**src/rtl/mips_pkg.sv**
```systemverilog
// Shared MIPS core definitions: jump-kind encodings and architectural register numbers.
package mips_pkg;

    // Jump kind carried from decode into the jump-target unit.
    typedef enum logic [1:0] {
        JK_NONE = 2'b00,
        JK_J    = 2'b01,
        JK_JAL  = 2'b10,
        JK_JR   = 2'b11
    } jump_kind_e;

    // Link register written by JAL and read by the function-return idiom "jr $ra".
    localparam logic [4:0] REG_RA = 5'd31;

endpackage

```
**src/rtl/return_addr_stack.sv**
```systemverilog
// Circular return-address stack: JAL pushes, "jr $ra" pops.
// When full, a push overwrites the oldest entry and the count saturates at the depth.
module return_addr_stack #(
    parameter int ADDR_WIDTH = 32,
    parameter int RAS_DEPTH  = 4
) (
    input  logic                  clk,
    input  logic                  reset,
    input  logic                  push_i,
    input  logic                  pop_i,
    input  logic                  hold_i,
    input  logic [ADDR_WIDTH-1:0] push_data_i,
    output logic [ADDR_WIDTH-1:0] pop_data_o,
    output logic                  empty_o,
    output logic                  full_o
);

    localparam int PTR_W = (RAS_DEPTH > 1) ? $clog2(RAS_DEPTH) : 1;
    localparam int CNT_W = PTR_W + 1;
    localparam logic [CNT_W-1:0] DEPTH_CNT = CNT_W'(RAS_DEPTH);

    // top_q points at the next free slot; the most recent entry sits just below it.
    logic [PTR_W-1:0]      top_q;
    logic [PTR_W-1:0]      top_d;
    logic [PTR_W-1:0]      below_top;
    logic [CNT_W-1:0]      count_q;
    logic [CNT_W-1:0]      count_d;
    logic [ADDR_WIDTH-1:0] entries_q [RAS_DEPTH];
    logic                  do_push;
    logic                  do_pop;

    assign below_top  = top_q - PTR_W'(1);
    assign empty_o    = (count_q == '0);
    assign full_o     = (count_q == DEPTH_CNT);
    assign pop_data_o = entries_q[below_top];

    // A push wins over a pop if both are ever requested; a pop on an empty stack is ignored.
    assign do_push = push_i & ~hold_i;
    assign do_pop  = pop_i & ~hold_i & ~push_i & ~empty_o;

    // Next top pointer and occupancy count.
    always_comb begin
        top_d   = top_q;
        count_d = count_q;
        if (do_push) begin
            top_d = top_q + PTR_W'(1);
            if (!full_o) begin
                count_d = count_q + CNT_W'(1);
            end
        end else if (do_pop) begin
            top_d   = below_top;
            count_d = count_q - CNT_W'(1);
        end
    end

    // Pointer, count and entry storage; reset wipes every entry.
    always_ff @(posedge clk) begin
        if (reset) begin
            top_q   <= '0;
            count_q <= '0;
            for (int i = 0; i < RAS_DEPTH; i++) begin
                entries_q[i] <= '0;
            end
        end else begin
            top_q   <= top_d;
            count_q <= count_d;
            if (do_push) begin
                entries_q[top_q] <= push_data_i;
            end
        end
    end

endmodule

```
**src/rtl/jump_target_unit.sv**
```systemverilog
// Registered jump-target unit at the ID/EX boundary: forms J/JAL pseudo-direct targets,
// passes JR targets through, and predicts/checks "jr $ra" with a return-address stack.
module jump_target_unit
    import mips_pkg::*;
#(
    parameter int ADDR_WIDTH  = 32,
    parameter int INDEX_WIDTH = 26,
    parameter int RAS_DEPTH   = 4
) (
    input  logic                   clk,
    input  logic                   reset,
    input  logic                   stall_i,
    input  logic                   flush_i,
    input  logic                   valid_i,
    input  logic [1:0]             kind_i,
    input  logic [INDEX_WIDTH-1:0] index_i,
    input  logic [ADDR_WIDTH-1:0]  pc4_i,
    input  logic [ADDR_WIDTH-1:0]  rs_value_i,
    input  logic                   rs_is_ra_i,
    output logic                   target_valid_o,
    output logic [ADDR_WIDTH-1:0]  target_o,
    output logic [ADDR_WIDTH-1:0]  link_o,
    output logic [ADDR_WIDTH-1:0]  ras_pred_o,
    output logic                   ras_mispredict_o,
    output logic                   ras_empty_o,
    output logic                   ras_full_o
);

    jump_kind_e            kind;
    logic                  accept;
    logic                  ras_push;
    logic                  ras_pop;
    logic                  ras_hold;
    logic [ADDR_WIDTH-1:0] ras_top;
    logic [ADDR_WIDTH-1:0] pseudo_target;

    logic                  target_valid_q, target_valid_d;
    logic [ADDR_WIDTH-1:0] target_q,       target_d;
    logic [ADDR_WIDTH-1:0] link_q,         link_d;
    logic [ADDR_WIDTH-1:0] ras_pred_q,     ras_pred_d;
    logic                  mispredict_q,   mispredict_d;

    assign kind = jump_kind_e'(kind_i);

    // Pseudo-direct target keeps the PC's upper segment; if the index fills the whole
    // address there are no upper bits left to keep.
    generate
        if (ADDR_WIDTH > INDEX_WIDTH + 2) begin : g_upper
            assign pseudo_target = {pc4_i[ADDR_WIDTH-1:INDEX_WIDTH+2], index_i, 2'b00};
        end else begin : g_exact
            assign pseudo_target = {index_i, 2'b00};
        end
    endgenerate

    assign accept   = valid_i & ~stall_i & ~flush_i & (kind != JK_NONE);
    assign ras_push = accept & (kind == JK_JAL);
    assign ras_pop  = accept & (kind == JK_JR) & rs_is_ra_i & ~ras_empty_o;
    assign ras_hold = stall_i | flush_i;

    return_addr_stack #(
        .ADDR_WIDTH (ADDR_WIDTH),
        .RAS_DEPTH  (RAS_DEPTH)
    ) u_ras (
        .clk         (clk),
        .reset       (reset),
        .push_i      (ras_push),
        .pop_i       (ras_pop),
        .hold_i      (ras_hold),
        .push_data_i (pc4_i),
        .pop_data_o  (ras_top),
        .empty_o     (ras_empty_o),
        .full_o      (ras_full_o)
    );

    // Next output values: flush invalidates, stall holds, accept loads, idle invalidates.
    always_comb begin
        target_valid_d = target_valid_q;
        target_d       = target_q;
        link_d         = link_q;
        ras_pred_d     = ras_pred_q;
        mispredict_d   = mispredict_q;
        if (flush_i) begin
            target_valid_d = 1'b0;
            mispredict_d   = 1'b0;
        end else if (stall_i) begin
            target_valid_d = target_valid_q;
        end else if (accept) begin
            target_valid_d = 1'b1;
            mispredict_d   = 1'b0;
            case (kind)
                JK_J: begin
                    target_d = pseudo_target;
                end
                JK_JAL: begin
                    target_d = pseudo_target;
                    link_d   = pc4_i;
                end
                JK_JR: begin
                    target_d     = rs_value_i;
                    ras_pred_d   = ras_pop ? ras_top : '0;
                    mispredict_d = ras_pop && (ras_top != rs_value_i);
                end
                default: begin
                    target_d = target_q;
                end
            endcase
        end else begin
            target_valid_d = 1'b0;
            mispredict_d   = 1'b0;
        end
    end

    // Output registers; reset clears everything.
    always_ff @(posedge clk) begin
        if (reset) begin
            target_valid_q <= 1'b0;
            target_q       <= '0;
            link_q         <= '0;
            ras_pred_q     <= '0;
            mispredict_q   <= 1'b0;
        end else begin
            target_valid_q <= target_valid_d;
            target_q       <= target_d;
            link_q         <= link_d;
            ras_pred_q     <= ras_pred_d;
            mispredict_q   <= mispredict_d;
        end
    end

    assign target_valid_o   = target_valid_q;
    assign target_o         = target_q;
    assign link_o           = link_q;
    assign ras_pred_o       = ras_pred_q;
    assign ras_mispredict_o = mispredict_q;

endmodule

```
**config.mk**
```make
export PLATFORM = sky130hd
export DESIGN_NAME = jump_target_unit
export DESIGN_NICKNAME = d
export VERILOG_FILES = /design/src/rtl/mips_pkg.sv /design/src/rtl/return_addr_stack.sv /design/src/rtl/jump_target_unit.sv
export SDC_FILE = /design/constraint.sdc
export NUM_CORES = 1
export LEC_CHECK = 0
export ABC_CLOCK_PERIOD_IN_PS = 2800
export BUFFER_PORTS_ARGS = -buffer_cell sky130_fd_sc_hd__buf_2
export CAP_MARGIN = 20
export CORE_AREA = 2 2 142 144
export DETAILED_ROUTE_END_ITERATION = 6
export DIE_AREA = 0 0 144 146
export PLACE_DENSITY = 0.78
export SYNTH_ARGS = -nofsm -noshare
export SYNTH_HDL_FRONTEND = slang
export SYNTH_SLANG_ARGS = --single-unit
```
**constraint.sdc**
```tcl
create_clock -name clk -period 2.8 [get_ports clk]
set_input_delay 0.28 -clock clk [delete_from_list [all_inputs] [get_ports clk]]
set_output_delay 0.28 -clock clk [all_outputs]
set_load 0.03 [all_outputs]
```
# Yosys cells after proc, flatten, opt, wreduce, memory -nomap -nowiden

Memory sizes are Yosys's and may differ from the RTL's.
Index checks and enable logic that the tools add are counted.

Output and inout port bits: 100
Input bits: 98
Register bits after elaboration: 103
RAM bits: 128
Word-level logic and storage cells: 65
Bits in latches: 0
Memories: 1
ROM bits: 0

Memory list:

| name            | depth | width | read ports | clocked after Yosys merged registers in | wr ports | RTL line                | RTL |
|---|---|---|---|---|---|---|---|
| u_ras.entries_q | 4     | 32    | 1          | 0                                       | 4        | return_addr_stack.sv:28 | `logic [ADDR_WIDTH-1:0] entries_q [RAS_DEPTH];` |

Multiplexer cells: 18
Add/subtract/negate cells: 4
Shifts and indexed selects: 0
Equal/unequal tests: 6
Bitwise operators: 17
$mul: 0
Div/mod/pow operators: 0
Reduce and logical (&&, ||, !) cells: 12
$lt $le $gt $ge: 0

Operators with widths:

| cell                                                | count |
|---|---|
| 2-to-1 mux 32 bit                                   | 2 |
| case mux 32 bit (2 select lines)                    | 1 |
| != test 32 bit                                      | 1 |
| OR reduction 32 bit                                 | 1 |
| AND reduction 4 bit                                 | 3 |
| bitwise AND 1 bit                                   | 11 |
| 2-to-1 mux 1 bit                                    | 9 |
| 2-to-1 mux 3 bit                                    | 3 |
| 2-to-1 mux 2 bit                                    | 3 |
| nonzero test 2 bit                                  | 3 |
| NOT 1 bit                                           | 5 |
| equality test 2 bit, second input constant          | 2 |
| OR reduction 2 bit                                  | 2 |
| adder 3 x 1 -> 3 bit, second input constant         | 1 |
| equality test 3 bit, second input constant          | 1 |
| logical NOT 3 bit                                   | 1 |
| subtractor 3 x 1 -> 3 bit, second input constant    | 1 |
| adder 2 x 1 -> 2 bit, second input constant         | 1 |
| equality test 2 x 1 -> 1 bit, second input constant | 1 |
| != test 2 bit, second input constant                | 1 |
| AND reduction 2 bit                                 | 1 |
| subtractor 2 x 1 -> 2 bit, second input constant    | 1 |
| logical AND 1 bit                                   | 1 |
| bitwise OR 1 bit                                    | 1 |

# Longest topological paths before layout

Gate-level depths: netlist of the first run.

Word-level depth: 12
Gate-level depth with buffers: 8
Gate-level depth less buffers: 8

# Cells and area by module

From an unflattened synthesis of the first run, not the netlist that was laid out.

Cell total of the unflattened synthesis: 841
Area, all modules: 10,114.7 µm²

By module, submodules not included:

| module            | seq. area each (µm²) | cells an instance | times used | area each (µm²) |
|---|---|---|---|---|
| return_addr_stack | 3,943.8              | 357               | 1          | 5,915.7 |
| jump_target_unit  | 1,961.9              | 484               | 1          | 4,199.0 |

# Worst setup path before layout of the first run

Ideal clock, no wire load.

Path kind: reg-to-reg
Start: register u_ras.top_q[1]
End: memory u_ras.entries_q[2][0] (enable)
Arrival time: 2,573 ps
Stages on the path, launching flop included: 6
Setup slack: -201 ps
Buffers on the path: 3
Library setup time: 428 ps
Data required time: 2,372 ps
Clock period less this slack: 3,001 ps
Cell sequence: dfxtp_1 > buf_2 > buf_1 > nand2b_1 > clkbuf_1 > o21bai_1

RTL lines:

| what                   | RTL line                | RTL |
|---|---|---|
| start, declared        | return_addr_stack.sv:23 | `logic [PTR_W-1:0] top_q;` |
| start signal, assigned | return_addr_stack.sv:65 | `top_q <= top_d;` |
| end, declared          | return_addr_stack.sv:28 |  |

# Final worst setup path of the first run

Start: register u_ras.top_q[0]
End: register mispredict_q, in the netlist ras_mispredict_o

Longest elaborated chain between the ends: 6

Ends and longest elaborated chain:

| what                      | RTL line                | RTL |
|---|---|---|
| subtractor 2 x 1 -> 2 bit | return_addr_stack.sv:32 | `assign below_top = top_q - PTR_W'(1);` |
| memory (4 x 32 bit)       | n/a                     |  |
| != test 32 bit            | jump_target_unit.sv:101 | `mispredict_d = ras_pop && (ras_top != rs_value_i);` |
| logical AND 1 bit         | jump_target_unit.sv:101 |  |
| 2-to-1 mux 1 bit          | jump_target_unit.sv:90  | `case (kind)` |
| 2-to-1 mux 1 bit          | jump_target_unit.sv:87  | `end else if (accept) begin` |
| end signal, assigned      | jump_target_unit.sv:126 | `mispredict_q <= mispredict_d;` |
| end, declared             | jump_target_unit.sv:41  | `logic mispredict_q, mispredict_d;` |

Every way passes these cells.
A chain may end at the register's enable or synchronous reset.

==> results of run 1 <==
-- report_power, final --
group	switching [mW]	internal, mW
logic	0.350	0.206
registers	0.0429	3.68
clock network	1.22	1.66
-- logic make-up (layout without fill, tap and decap cells) --
kind of cell,count (synthesis),count (layout)
xor gates and xnor gates,36,36
and+or+nand+nor,350,350
buffers and inverters,93,300
adders and majority gates,1,1
muxes,33,33
AOI/OAI and AO/OA,75,75
DFF,231,231
-- critical path, cell delays in order, from the launching register on --
cell,delay [ns]
dfxtp_2,0.49
buf_12,0.22
mux4_2,0.54
xor2_1,0.17
nor4_1,0.36
nand4_1,0.19
a2111oi_2,0.35
a2111oi_1,0.12
-- routing by layer --
layer  up-vias  routed length [um]  global-route usage, %
li1       3255                   -                      -
met1      3339               10400                   32.8
met2       361               11900                   37.8
met3        42                2510                   4.41
met4         0                 578                   6.86
met5         -                   0                      0
-- path summary, 6_finish.rpt --
path / from / end / slack, ns / cells after the start
worst max register to register: u_ras.top_q[0] / ras_mispredict_o / 0.20 / 7
worst min-delay path: index_i[25] / target_o[27] / 0.04 / 3
worst min register to register: link_o[5] / link_o[5] / 0.44 / 2
worst max-delay path: u_ras.top_q[0] / ras_mispredict_o / 0.20 / 7
-- registers in the layout, summed over array words and instances (netlist names) --
| signal | count |
|---|---|
| u_ras.entries_q | 128 |
| ras_mispredict_o | 1 |
| target_o | 32 |
| u_ras.count_q | 3 |
| target_valid_o | 1 |
| link_o | 32 |
| ras_pred_o | 32 |
| u_ras.top_q | 2 |
-- layout by cell type, fill, tap and decap left out, types with 3 or more instances in the layout --
| cell | count |
|---|---|
| nor4_2 | 3 |
| nor2_1 | 136 |
| a311oi_1 | 30 |
| xnor2_1 | 16 |
| dfxtp_1 | 102 |
| buf_2 | 197 |
| nor3_1 | 4 |
| buf_4 | 21 |
| mux4_2 | 32 |
| buf_12 | 5 |
| and2_1 | 31 |
| clkbuf_1 | 10 |
| inv_1 | 35 |
| edfxtp_1 | 128 |
| nand3_1 | 32 |
| clkinv_1 | 4 |
| nand2_1 | 127 |
| clkbuf_16 | 24 |
| nand4_1 | 4 |
| a22oi_1 | 34 |
| xor2_1 | 20 |
-- layout make-up --
type	count	area, um2
flip-flops and latches	231	5910
well taps	265	332
clock inverters	7	55.1
repair buffers	224	1250
inverters	35	131
fillers	1560	7820
clock buffers	34	638
multi-input cells	495	3200
==> impl_metrics.json, run 1 <==
{
  "cts_buffer_depth": 3,
  "synth_top_area_share_pct": 40.7,
  "worst_slack_ns": 0.199,
  "place_inst": 1249,
  "hp-class": "input pin to register",
  "synth_fp_nets": 918,
  "finalHoldViolations": 0,
  "stdcell_count": 1291,
  "wirelength_mm": 25.4,
  "grt_use_total_pct": 23.6,
  "start_kind": "register",
  "synth_fa_ha_area_share_pct": 0.212,
  "async_reset_ff_share_pct": 0,
  "cts_sinks": 231,
  "post_cts_buffers": 0,
  "fin_util_pct": 59.6,
  "min_period_ns": 2.60,
  "leakagePower_nw": 4.89,
  "cts-resized-gates": 0,
  "synth_xor_area_share_pct": 3.34,
  "ys_seq_elements": 231,
  "synth_top_family_by_area": "simple AND/OR/NAND/NOR gates",
  "skew_ns": 0.00759,
  "synth_edf_count": 128,
  "pre_cts_ws_ns": 0.197,
  "grt_pass1_wl_mm": 37.9,
  "path_class": "register to register",
  "start_util_pct": 48.9,
  "antenna_found_initial": 0,
  "place.gp.congestion": 0.808,
  "clock_latency_ns": 0.50,
  "fp.dieW_um": 144,
  "place_area_mm2": 0.0108,
  "finalSetupViolCount": 0,
  "dr.pass1.iters": 6,
  "syn_area_mm2": 0.00945,
  "die_height_um": 146,
  "worst_slew_pin_slew_ns": 0.699,
  "synth_cell_type_count": 38,
  "max-slew-margin-rel_pct": 53.4,
  "viasPerCell": 5.42,
  "critPathCaptureType": "register",
  "arrival_ns": 2.95,
  "finalCritPeriodShare_pct": 92.9,
  "synth_area_per_cell_um2": 11.5,
  "dominantRegCellSynth": "edfxtp_1",
  "yosysMostFrequentCell": "nor2_1",
  "num_io_pins": 198,
  "cp.required_ns": 3.15,
  "fmax_ghz": 0.385,
  "holdBufCountCts": 1,
  "grt_setup_unrepaired": "false",
  "power_density_mw_per_mm2": 621,
  "diodes": 0,
  "io_buffers": 197,
  "drtIter0Drc": 509,
  "vias": 6997,
  "cts_buffers": 23,
  "ys.warnings.count": 0,
  "core.rowCount": 51,
  "drc": 0,
  "yosysTopAreaCell": "edfxtp_1",
  "syn_inst": 819,
  "overflow": 0,
  "die_area_mm2": 0.0210,
  "postRouteAntennaNets": 0,
  "finalSetupTns_ns": 0,
  "synth_compound_gate_area_share_pct": 6.38,
  "maxCapViolations": 0,
  "htreeDepth": 1,
  "synthToLayoutAreaGrowth_pct": 21.9,
  "total_power_mw": 7.16,
  "finalMaxSlewViolations": 0,
  "grt_pass1_vias": 6809,
  "synthTopCellsByCount": "138 x nor2_1, 128 x edfxtp_1, 127 x nand2_1",
  "synthMuxAreaShare_pct": 7.73,
  "synthSimpleGateAreaFrac_pct": 15.9,
  "drive_gt1_share_pct": 28.8,
  "status": "complete, no violations",
  "wl_per_cell_um": 19.6,
  "clkSlewWorstSetupHoldPaths_ns": 0.06,
  "num-nets-final": 1109,
  "grt_max_degree": 65,
  "timing.hold.ws_ns": 0.0384,
  "hpwl_mm": 18.1,
  "cp_max_fo": 14,
  "fin_area_mm2": 0.0115,
  "yosysSeqAreaShare_pct": 62.5,
  "peakVddDrop_uv": 307,
  "synth_area_leaders": "edfxtp_1 41%, dfxtp_1 22%, mux4_2 7.6%",
  "cts-root-buf": "clkbuf_16",
  "coreArea_mm2": 0.0193,
  "cts_tree": "built"
}
(Power assumes the default switching activity.)
==> run 2, diff against run 1 <==
CORE_AREA = 2 2 140 142   (was 2 2 142 144)
CTS_BUF_LIST = sky130_fd_sc_hd__clkbuf_2   (was not set)
DIE_AREA = 0 0 142 144   (was 0 0 144 146)
PLACE_DENSITY = 0.8   (was 0.78)
==> impl_metrics.json, run 2 (synthesis gave the netlist of run 1 again) <==
{
  "finalMaxSlewViolations": 0,
  "worst_slew_pin_slew_ns": 0.640,
  "die_area_mm2": 0.0204,
  "num-nets-final": 1234,
  "top_register": "u_ras.entries_q",
  "critPathMaxStageDelay_ns": 0.60,
  "cts_tree": "built",
  "overflow": 0,
  "cts_sinks": 231,
  "wirelength_mm": 27.9,
  "total_power_mw": 6.51,
  "finalCritPeriodShare_pct": 91.0,
  "core.rowCount": 51,
  "final_cell_mix": "197 x buf_2, 136 x nor2_1, 128 x edfxtp_1, 127 x nand2_1, 102 x dfxtp_1",
  "drc": 0,
  "vias": 7658,
  "cp.required_ns": 3.46,
  "io_buffers": 197,
  "htreeDepth": 2,
  "hpwl_mm": 18.2,
  "arrival_ns": 3.21,
  "cts_buffer_depth": 3,
  "drtIter0Drc": 492,
  "synthToLayoutAreaGrowth_pct": 29.4,
  "hp-class": "input pin to register",
  "min_period_ns": 2.55,
  "leakagePower_nw": 5.40,
  "cp_cell_sequence": "buf_12, mux4_2, xor2_1, nor4_2, nand4_1, a2111oi_2, a2111oi_1",
  "power_density_mw_per_mm2": 533,
  "grt_setup_unrepaired": "false",
  "peakVddDrop_uv": 231,
  "maxCapViolations": 0,
  "slowest_stage": "dfxtp_4",
  "grt_pass1_vias": 7823,
  "skew_ns": 0.0648,
  "largest_register_ff_count": 128,
  "crit_family": "flip-flops",
  "cts_buffers": 57,
  "start_util_pct": 49.5,
  "max-slew-margin-rel_pct": 57.3,
  "grt_max_degree": 62,
  "clock_latency_ns": 0.82,
  "wl_per_cell_um": 19.6,
  "power_frac_clock_pct": 32.7,
  "path_class": "register to register",
  "clkSlewWorstSetupHoldPaths_ns": 0.11,
  "finalHoldViolations": 0,
  "power_frac_comb_pct": 10.2,
  "status": "complete, no violations",
  "cp_max_fo": 20,
  "layout_commonest_cell": "buf_2",
  "seqPwrFrac_pct": 57.1,
  "swShare_pct": 27.2,
  "die_height_um": 144,
  "viasPerCell": 5.39,
  "postRouteAntennaNets": 0,
  "finalSetupTns_ns": 0,
  "cts-root-buf": "clkbuf_2",
  "dr.pass1.iters": 5,
  "finalSetupViolCount": 0,
  "fin_util_pct": 64.1,
  "fmax_ghz": 0.393,
  "drive_gt1_share_pct": 29.6,
  "fp.dieW_um": 142,
  "place.gp.congestion": 0.876,
  "coreArea_mm2": 0.0191,
  "num_io_pins": 198,
  "crit_buf_inv": 1,
  "p_int_mw": 4.74,
  "antenna_found_initial": 1,
  "critPathCaptureType": "register",
  "grt_pass1_wl_mm": 42.0,
  "grt_use_total_pct": 26.9,
  "start_kind": "register",
  "p_switching_mw": 1.77
}
-- run 2: cell types whose count changed in the layout (fill, tap and decap cells not counted), sizes merged --
cell / change
buf: -4
bufinv: -1
clkbuf: +47
clkinv: +18
diode: +1
dlygate4sd3: +95
-- run 2: what timing repair did --
item                       CTS  global route
setup endpoints to repair    0             1
setup buffers                0             0
hold buffers                96             0
gates resized for setup      0             1
hold endpoints to repair   211             0
-- run 2: power groups by stage --
stage | sequential, mW | combinational [mW] | clock, mW
after floorplan | 3.83 | 0.273 | 0
after global placement | 3.79 | 0.541 | 0
after detailed placement | 3.79 | 0.551 | 0
after CTS | 3.72 | 0.649 | 2.19
after global routing | 3.73 | 0.705 | 2.36
final | 3.72 | 0.664 | 2.13
-- run 2: worst reg2reg max path: stages (launching register included) --
cell and delay [ns]:
dfxtp_4 0.60, buf_12 0.21, mux4_2 0.53, xor2_1 0.21
nor4_2 0.18, nand4_1 0.19, a2111oi_2 0.36, a2111oi_1 0.12
-- run 2: path summary, 6_finish.rpt --
kind | startpoint | to | slack (ns) | cells past startpoint
max | u_ras.top_q[0] | ras_mispredict_o | 0.25 | 7
min | kind_i[1] | ras_pred_o[3] | 0.06 | 5
max reg2reg | u_ras.top_q[0] | ras_mispredict_o | 0.25 | 7
min reg2reg | link_o[7] | link_o[7] | 0.44 | 2
-- run 2: cell type report --
cell class | instances | area [um2]
Clock buffer | 81 | 405
Timing Repair Buffer | 315 | 2190
Multi-Input combinational cell | 495 | 3200
Clock inverter | 24 | 95.1
Inverter | 35 | 131
Antenna cell | 1 | 2.50
Fill cell | 1454 | 6850
Tap cell | 238 | 298
Sequential cell | 231 | 5910
-- run 2: metrics by stage --
stage	hold WS (ns)	setup slack [ns]	cell area, um2	instances
after CTS	0.00517	0.0120	12200	1419
after global routing	0.0629	0.0798	12200	1420
after detailed placement	0.429	0.0508	10800	1218
after global placement	0.428	0.0828	10800	1218
final	0.0621	0.252	12200	1420
after floorplan	0.357	0.474	9460	819
-- run 2: metal layers --
layer	wire, um	track usage (%)	vias to the layer above
met3	2500	7.52	93
met1	10700	32.1	3596
met5	0	0	-
met2	13400	44.6	429
met4	1330	14.6	0
li1	-	-	3540
==> run 3, diff against run 2 <==
ABC_CLOCK_PERIOD_IN_PS = 2900   (was 2800)
CORE_AREA = 2 2 132 134   (was 2 2 140 142)
DIE_AREA = 0 0 134 136   (was 0 0 142 144)
PLACE_DENSITY = 0.85   (was 0.8)
clock period = 2.9 ns   (was 2.8 ns; I/O delays follow)
==> impl_metrics.json, run 3 (synthesis gave the netlist of run 1 again) <==
{
  "die_area_mm2": 0.0182,
  "cts-root-buf": "clkbuf_2",
  "fin_util_pct": 72.8,
  "clock_latency_ns": 0.85,
  "power_density_mw_per_mm2": 524,
  "total_power_mw": 6.43,
  "postRouteAntennaNets": 0,
  "r2r_cells": 7,
  "antenna_found_initial": 0,
  "die_height_um": 136,
  "max-slew-margin-rel_pct": 47.6,
  "cts_sinks": 231,
  "final_cell_mix": "197 x buf_2, 136 x nor2_1, 128 x edfxtp_1, 127 x nand2_1, 102 x dfxtp_1",
  "pre_cts_ws_ns": 0.289,
  "cp-endpoint": "ras_mispredict_o",
  "wirelength_mm": 27.4,
  "arrival_ns": 3.30,
  "critPathMaxStageDelay_ns": 0.60,
  "grt_pass1_wl_mm": 41.9,
  "r2r_slack_ns": 0.30,
  "reg2reg_to": "ras_mispredict_o",
  "hpwl_mm": 18.1,
  "num_io_pins": 198,
  "vias": 7819,
  "critPathCaptureType": "register",
  "largest_register_ff_count": 128,
  "finalSetupViolCount": 0,
  "fmax_ghz": 0.385,
  "min_period_ns": 2.60,
  "worst_slew_pin_slew_ns": 0.787,
  "slowest_stage": "dfxtp_2",
  "finalSetupTns_ns": 0,
  "io_buffers": 197,
  "peakVddDrop_uv": 261,
  "drtIter0Drc": 644,
  "layout_commonest_cell": "buf_2",
  "cp_max_fo": 10,
  "maxCapViolations": 0,
  "cts_tree": "built",
  "leakagePower_nw": 5.43,
  "synthToLayoutAreaGrowth_pct": 29.9,
  "finalCritPeriodShare_pct": 89.6,
  "drive_gt1_share_pct": 30.3,
  "coreArea_mm2": 0.0169,
  "dr.pass1.iters": 5,
  "cts_buffers": 54,
  "fp.dieW_um": 134,
  "start_util_pct": 56.0,
  "cp_cell_sequence": "buf_12, mux4_2, xor2_1, nor4_2, nand4_1, a2111oi_2, a2111oi_1",
  "regToRegStartpoint": "u_ras.top_q[0]",
  "worst_slack_ns": 0.303,
  "grt_use_total_pct": 30.0,
  "top_register": "u_ras.entries_q",
  "cts_buffer_depth": 3,
  "grt_max_degree": 72,
  "htreeDepth": 2,
  "viasPerCell": 5.56,
  "finalHoldViolations": 0,
  "start_kind": "register",
  "drc": 0,
  "place.gp.congestion": 0.848,
  "clkSlewWorstSetupHoldPaths_ns": 0.13,
  "status": "complete, no violations",
  "grt_setup_unrepaired": "false",
  "hp-class": "input pin to register",
  "skew_ns": 0.0810,
  "finalMaxSlewViolations": 0,
  "overflow": 0,
  "path_class": "register to register",
  "core.rowCount": 48,
  "wl_per_cell_um": 19.5,
  "cp.required_ns": 3.60,
  "num-nets-final": 1237,
  "crit_start": "u_ras.top_q[0]",
  "grt_pass1_vias": 7967
}
[run 3: cell type report]
cell class / instances / area, um2
Clock buffer: 84 / 420
Antenna cell: 2 / 5.00
Multi-Input combinational cell: 495 / 3200
Fill cell: 1058 / 4600
Clock inverter: 14 / 105
Tap cell: 225 / 282
Sequential cell: 231 / 5910
Timing Repair Buffer: 321 / 2220
Inverter: 35 / 131
[run 3: worst min path at each step]
stage,from,end,cells past startpoint
floorplan,flush_i,ras_mispredict_o,1
global placement,link_o[28],link_o[28],2
finish,rs_value_i[6],ras_mispredict_o,4
detailed placement,link_o[22],link_o[22],2
CTS,rs_value_i[6],ras_mispredict_o,4
global route,rs_value_i[28],ras_mispredict_o,5
[run 3: metal layers]
layer,up-vias,wire [um],global-route usage (%),share of wire (%)
li1,3545,-,-,-
met1,3703,10400,37.3,38
met2,487,13200,49.3,48
met3,84,2710,7.49,9.9
met4,0,1080,15.2,3.9
met5,-,0,0,0
[run 3: where the power goes]
group,total (mW),internal (mW),switching [mW]
combinational,0.642,0.280,0.362
clock,2.20,0.940,1.25
sequential,3.59,3.55,0.0466
total,6.43,4.77,1.66
[run 3: per-stage QoR]
stage	instance area (um2)	instances	hold slack, ns
after floorplan	9460	819	0.367
after global placement	10800	1209	0.429
after detailed placement	10800	1209	0.430
after CTS	12300	1405	0.0524
after global routing	12300	1405	0.0760
final	12300	1407	0.0956
[run 3: critical path: cells and delay by family (launching register included)]
kind | cells | cell delay, ns
and+or+nand+nor | 2 | 0.51
AOI/OAI and AO/OA | 2 | 0.47
xor gates and xnor gates | 1 | 0.16
buffers and inverters | 1 | 0.21
DFF | 1 | 0.60
muxes | 1 | 0.53
[run 3: timing repair]
item / 4_1_cts / 5_1_grt
setup buffers: 0 / 0
gates resized for setup: 0 / 0
endpoints found under the hold margin: 194 / 0
hold buffers: 98 / 0
